[src/rtl/mips_multicycle_control.sv]
// Multi-cycle MIPS control sequencer: one state per datapath step, with a
// memory handshake that waits for ready and traps on a bounded timeout.
module mips_multicycle_control #(
    parameter int MEM_TIMEOUT = 15
) (
    input  logic       clk,
    input  logic       reset,
    input  logic [5:0] op_in,
    input  logic [5:0] func_in,
    input  logic       zero_in,
    input  logic       mem_ready_in,
    output logic       pcWrite_out,
    output logic       IorD_out,
    output logic       memRead_out,
    output logic       memWrite_out,
    output logic       irWrite_out,
    output logic       regDst_out,
    output logic       memToReg_out,
    output logic       regWrite_out,
    output logic       ALUSrcA_out,
    output logic [1:0] ALUSrcB_out,
    output logic       extCntrl_out,
    output logic [3:0] ALUCntrl_out,
    output logic       PCSource_out,
    output logic       retire_out,
    output logic [1:0] trap_out,
    output logic [3:0] state_out
);

    typedef enum logic [3:0] {
        IDLE     = 4'd0,
        FETCH    = 4'd1,
        DECODE   = 4'd2,
        EXEC_R   = 4'd3,
        R_WB     = 4'd4,
        EXEC_I   = 4'd5,
        I_WB     = 4'd6,
        MEM_ADDR = 4'd7,
        MEM_RD   = 4'd8,
        MEM_WB   = 4'd9,
        MEM_WR   = 4'd10,
        BRANCH   = 4'd11,
        TRAP     = 4'd15
    } state_t;

    localparam logic [5:0] OP_RTYPE = 6'h00;
    localparam logic [5:0] OP_BEQ   = 6'h04;
    localparam logic [5:0] OP_BNE   = 6'h05;
    localparam logic [5:0] OP_ADDI  = 6'h08;
    localparam logic [5:0] OP_ANDI  = 6'h0c;
    localparam logic [5:0] OP_LUI   = 6'h0f;
    localparam logic [5:0] OP_LW    = 6'h23;
    localparam logic [5:0] OP_SW    = 6'h2b;

    localparam logic [5:0] FN_NOP = 6'h00;
    localparam logic [5:0] FN_ADD = 6'h20;
    localparam logic [5:0] FN_SUB = 6'h22;
    localparam logic [5:0] FN_NOR = 6'h27;
    localparam logic [5:0] FN_SLT = 6'h2a;

    localparam logic [3:0] ALU_AND = 4'b0000;
    localparam logic [3:0] ALU_ADD = 4'b0010;
    localparam logic [3:0] ALU_SUB = 4'b0110;
    localparam logic [3:0] ALU_SLT = 4'b0111;
    localparam logic [3:0] ALU_NOR = 4'b1100;
    localparam logic [3:0] ALU_LUI = 4'b1111;

    localparam logic [1:0] TRAP_NONE    = 2'b00;
    localparam logic [1:0] TRAP_ILLEGAL = 2'b01;
    localparam logic [1:0] TRAP_TIMEOUT = 2'b10;

    state_t     state, state_next;
    logic [7:0] wait_cnt, wait_next;
    logic [1:0] trap_next;
    logic       mem_state;
    logic       timeout;

    function automatic logic [3:0] r_alu(input logic [5:0] func);
        case (func)
            FN_SUB:  r_alu = ALU_SUB;
            FN_SLT:  r_alu = ALU_SLT;
            FN_NOR:  r_alu = ALU_NOR;
            default: r_alu = ALU_ADD;
        endcase
    endfunction

    always_ff @(posedge clk or posedge reset) begin
        if (reset) begin
            state    <= IDLE;
            wait_cnt <= 8'd0;
            trap_out <= TRAP_NONE;
        end else begin
            state    <= state_next;
            wait_cnt <= wait_next;
            trap_out <= trap_next;
        end
    end

    assign state_out = state;
    assign mem_state = (state == FETCH) || (state == MEM_RD) || (state == MEM_WR);
    // Timeout fires on the cycle the count would reach the limit; ready that same cycle wins.
    assign timeout   = mem_state && !mem_ready_in &&
                       (({1'b0, wait_cnt} + 9'd1) == 9'(MEM_TIMEOUT));

    always_comb begin
        state_next   = state;
        trap_next    = trap_out;
        wait_next    = (mem_state && !mem_ready_in && !timeout) ? wait_cnt + 8'd1 : 8'd0;
        pcWrite_out  = 1'b0;
        IorD_out     = 1'b0;
        memRead_out  = 1'b0;
        memWrite_out = 1'b0;
        irWrite_out  = 1'b0;
        regDst_out   = 1'b0;
        memToReg_out = 1'b0;
        regWrite_out = 1'b0;
        ALUSrcA_out  = 1'b0;
        ALUSrcB_out  = 2'b00;
        extCntrl_out = 1'b0;
        ALUCntrl_out = ALU_ADD;
        PCSource_out = 1'b0;
        retire_out   = 1'b0;

        case (state)
            IDLE: state_next = FETCH;
            FETCH: begin
                memRead_out = 1'b1;
                ALUSrcB_out = 2'b01;
                if (timeout) begin
                    state_next = TRAP;
                    trap_next  = TRAP_TIMEOUT;
                end else if (mem_ready_in) begin
                    irWrite_out = 1'b1;
                    pcWrite_out = 1'b1;
                    state_next  = DECODE;
                end
            end
            DECODE: begin
                // Branch target is computed speculatively while the opcode is decoded.
                ALUSrcB_out  = 2'b11;
                extCntrl_out = 1'b1;
                case (op_in)
                    OP_RTYPE: begin
                        if (func_in == FN_NOP) begin
                            retire_out = 1'b1;
                            state_next = FETCH;
                        end else if (func_in == FN_ADD || func_in == FN_SUB ||
                                     func_in == FN_SLT || func_in == FN_NOR) begin
                            state_next = EXEC_R;
                        end else begin
                            state_next = TRAP;
                            trap_next  = TRAP_ILLEGAL;
                        end
                    end
                    OP_ADDI, OP_ANDI, OP_LUI: state_next = EXEC_I;
                    OP_LW, OP_SW:             state_next = MEM_ADDR;
                    OP_BEQ, OP_BNE:           state_next = BRANCH;
                    default: begin
                        state_next = TRAP;
                        trap_next  = TRAP_ILLEGAL;
                    end
                endcase
            end
            EXEC_R: begin
                ALUSrcA_out  = 1'b1;
                ALUCntrl_out = r_alu(func_in);
                state_next   = R_WB;
            end
            R_WB: begin
                regDst_out   = 1'b1;
                regWrite_out = 1'b1;
                ALUCntrl_out = r_alu(func_in);
                retire_out   = 1'b1;
                state_next   = FETCH;
            end
            EXEC_I: begin
                ALUSrcA_out = 1'b1;
                ALUSrcB_out = 2'b10;
                case (op_in)
                    OP_ANDI: ALUCntrl_out = ALU_AND;
                    OP_LUI:  ALUCntrl_out = ALU_LUI;
                    default: extCntrl_out = 1'b1;
                endcase
                state_next = I_WB;
            end
            I_WB: begin
                regWrite_out = 1'b1;
                retire_out   = 1'b1;
                state_next   = FETCH;
            end
            MEM_ADDR: begin
                ALUSrcA_out  = 1'b1;
                ALUSrcB_out  = 2'b10;
                extCntrl_out = 1'b1;
                state_next   = (op_in == OP_LW) ? MEM_RD : MEM_WR;
            end
            MEM_RD: begin
                IorD_out    = 1'b1;
                memRead_out = 1'b1;
                if (timeout) begin
                    state_next = TRAP;
                    trap_next  = TRAP_TIMEOUT;
                end else if (mem_ready_in) begin
                    state_next = MEM_WB;
                end
            end
            MEM_WB: begin
                memToReg_out = 1'b1;
                regWrite_out = 1'b1;
                retire_out   = 1'b1;
                state_next   = FETCH;
            end
            MEM_WR: begin
                IorD_out     = 1'b1;
                memWrite_out = 1'b1;
                if (timeout) begin
                    state_next = TRAP;
                    trap_next  = TRAP_TIMEOUT;
                end else if (mem_ready_in) begin
                    retire_out = 1'b1;
                    state_next = FETCH;
                end
            end
            BRANCH: begin
                ALUSrcA_out  = 1'b1;
                ALUCntrl_out = ALU_SUB;
                PCSource_out = 1'b1;
                retire_out   = 1'b1;
                pcWrite_out  = (op_in == OP_BEQ) ? zero_in : ~zero_in;
                state_next   = FETCH;
            end
            TRAP: state_next = TRAP;
            default: state_next = TRAP;
        endcase
    end

endmodule
[config.mk]
export PLATFORM = sky130hd
export DESIGN_NAME = mips_multicycle_control
export DESIGN_NICKNAME = d
export VERILOG_FILES = /design/src/rtl/mips_multicycle_control.sv
export SDC_FILE = /design/constraint.sdc
export NUM_CORES = 1
export LEC_CHECK = 0
export BUFFER_PORTS_ARGS = -buffer_cell sky130_fd_sc_hd__buf_2
export CAP_MARGIN = 20
export CELL_PAD_IN_SITES_DETAIL_PLACEMENT = 1
export CELL_PAD_IN_SITES_GLOBAL_PLACEMENT = 2
export CORE_AREA = 4 4 74 76
export DETAILED_ROUTE_END_ITERATION = 12
export DIE_AREA = 0 0 78 80
export PLACE_DENSITY_LB_ADDON = 0.1
export SLEW_MARGIN = 20
export SYNTH_ARGS = -nofsm -noshare
export SYNTH_HDL_FRONTEND = slang
export SYNTH_SLANG_ARGS = --single-unit
[constraint.sdc]
create_clock -name clk -period 5.6 [get_ports clk]
set_clock_uncertainty 0.2 [all_clocks]
set_input_delay 0 -clock clk [delete_from_list [all_inputs] [get_ports clk]]
set_output_delay 0 -clock clk [all_outputs]
set_load 0.03 [all_outputs]
==> results.yml <==
critical_path:
  cp-start-kind: "register"
  slowest_stage: "dfrtp_1"
  path_buf_inv: 1
  worstPathCellList: "nand2b_1, nor3_1, and2_1, a21o_1, buf_2"
  worst_path_dominant_cell_family: "flip-flops"
  cp.arrival_ns: 2.32
  cpPeakStageDelay_ns: 0.91
  end_kind: "output port"
  path_class: "reg2out"
  cp_max_fo: 29
  worstPathRequired_ns: 5.40
detailed_routing:
  num_vias: 1554
  ant_nets: 0
  wirelength_mm: 4.58
  firstDrtPassIters: 4
  drc_errors: 0
  drt_iter0_markers: 59
  viasPerCell: 5.30
  wl_per_cell_um: 15.6
worst_hold_path:
  hold_path.class: "in2reg"
global_route:
  grt_pass1_vias: 1636
  antenna_found_initial: 0
  overflow: 0
  grt_pass1_wl_mm: 8.00
  grt_start_max_net_pins: 30
  grtUsageTotal: 0.157
layout:
  final_core_utilization: 0.371
  diodes: 0
  n_fill_cell: 592
  multi_input_area_sq_um: 1040
  design_area_sq_um: 1750
  final-seq-area_sq_um: 350
  final_common_cell: "buf_2"
  mostFrequentLayoutCells: "buf_2, nor2_1, nand2_1"
  drive_gt1_frac: 0.230
  final_nets: 245
  syn2layout_area_growth_pct: 19.6
logic_synthesis:
  synth.mux.area_fraction: 0.00683
  postSynthAreaPerCell_sq_um: 7.60
  synth_compound_area_frac: 0.294
  synth-xor-area-share: 0.0418
  synth_area_leaders: "dfrtp_1, nor2_1, nand2b_1, nand2_1, a21oi_1"
  ys_ff_latch: 14
  synthAdderAreaFrac: 0.0171
  synth-simple-area-share: 0.348
  yosysTopAreaCell: "dfrtp_1"
  synth_seq_area_share: 0.239
  netlist.area_leader.share: 0.239
  synth_top_family_by_area: "simple AND/OR/NAND/NOR gates"
  syn_nets: 211
  synth_edf_count: 0
  synth_cell_type_count: 55
  synth_cells: 193
  synth_top_flop_cell: "dfrtp_1"
  ys_warn_count: 0
  synthArstFlopShare: 1.00
  synthesis.area_sq_um: 1470
floorplan:
  start_util: 0.310
  fp-row-count: 25
  core_sq_um: 4720
  boundaryPins: 40
  die-area_sq_um: 6240
  die_h_um: 80
  die_w_um: 78
pwr:
  p_leak_nw: 0.753
  ir_drop_mv: 0.128
  p_per_area_nw_per_um2: 445
sta:
  clock.fmax_ghz: 0.398
  setup_viol: 0
  rsz0062_at_grt: "false"
  slew_headroom: 0.414
  fin_tns_setup_ns: 0
  drv_slew: 0
  tightest_slew_ns: 0.880
  period_needed_ns: 2.52
  hold-worst-slack_ns: 0.0604
  hold_viol: 0
  post-route-period-util: 0.449
clock_tree:
  clock-sinks: 14
  clk_latency_ns: 0.25
  numCtsBuffers: 3
  cts_tree: "yes"
  cts_resized: 0
  htree_levels: 1
  postCtsSetupBuffers: 0
  clock-root-buffer: "clkbuf_8"
  path_clk_slew_ns: 0.06
  clock_path_buffers: 2
place:
  gp_congestion: 0.756
  port_buffers: 39
  place_hpwl_mm: 3.62
  dpl-instance-area_sq_um: 1690
run:
  drv_cap: 0
status:
  status: "finished, final reports clean"
[flip-flops by register name, indices dropped and copies added, names as in the netlist]
name	count
wait_cnt	8
trap_out	2
state_out	4
[worst min-delay path, cell delays in order]
cell and delay [ns]:
buf_2 0.13, nor4_1 0.06, a21oi_1 0.15, o21a_1 0.14
[logic make-up (layout without fill, tap and decap cells)]
logic type | count (synthesis) | in the layout
adders and majority gates | 2 | 2
AOI/OAI and AO/OA | 57 | 57
xor gates and xnor gates | 7 | 7
buffers and inverters | 17 | 50
muxes | 1 | 1
and+or+nand+nor | 95 | 95
DFF | 14 | 14
[final timing paths]
check                                          from                  endpoint  slack (ns)  cells past startpoint
max                        state_out[0]$_DFFE_PP0P_               pcWrite_out        3.08                      5
max reg2reg                state_out[0]$_DFFE_PP0P_  state_out[3]$_DFFE_PP0P_        3.30                      5
min                                        op_in[1]  state_out[2]$_DFFE_PP0P_        0.06                      4
min reg2reg                 trap_out[0]$_DFFE_PP0P_   trap_out[0]$_DFFE_PP0P_        0.28                      1
min in group asynchronous                     reset   trap_out[0]$_DFFE_PP0P_        0.14                      3
max in group asynchronous                     reset     wait_cnt[6]$_DFF_PP0_        4.69                      3
[Yosys cell counts (all sizes together), types with 3 or more instances]
| cell | number |
|---|---|
| a21o | 5 |
| a21oi | 11 |
| a31oi | 3 |
| and2 | 6 |
| buf | 6 |
| clkbuf | 5 |
| dfrtp | 14 |
| inv | 6 |
| nand2 | 15 |
| nand2b | 10 |
| nand3 | 6 |
| nand3b | 3 |
| nand4 | 3 |
| nor2 | 25 |
| nor2b | 3 |
| nor3 | 9 |
| o21a | 6 |
| o21ai | 8 |
| o22ai | 4 |
| xnor2 | 4 |
| xor2 | 3 |
[report_power, final]
| part | total (mW) | switching (mW) | internal [mW] |
|---|---|---|---|
| logic | 0.470 | 0.295 | 0.175 |
| clock network | 0.0990 | 0.0367 | 0.0623 |
| registers | 0.212 | 0.0919 | 0.120 |
| total | 0.781 | 0.424 | 0.357 |
[stage by stage]
| stage | total power [mW] | std cells | worst slack, ns |
|---|---|---|---|
| floorplan | 0.562 | 193 | 3.07 |
| global placement | 0.683 | 288 | 3.32 |
| detailed placement | 0.691 | 288 | 3.31 |
| CTS | 0.794 | 293 | 3.07 |
| global route | 0.853 | 293 | 2.84 |
| finish | 0.781 | 293 | 3.08 |
[layer usage]
metal / up-vias / GRT usage / routed length (um)
met2: 26 / 0.297 / 2420
li1: 773 / - / -
met1: 751 / 0.183 / 2010
met3: 4 / 0.0147 / 110
met5: - / 0 / 0
met4: 0 / 0.0524 / 44
[timing repair]
action,CTS,global route
endpoints found under the setup margin,0,0
hold endpoints to repair,14,0
hold buffers,1,0
[final cells by class]
type | count | area share
Sequential cell | 14 | 0.200
Tap cell | 67 | 0.0478
Clock buffer | 4 | 0.0314
Multi-Input combinational cell | 162 | 0.591
Timing Repair Buffer | 40 | 0.117
Inverter | 6 | 0.0128
No activity file was read; power rests on OpenSTA's default activity.
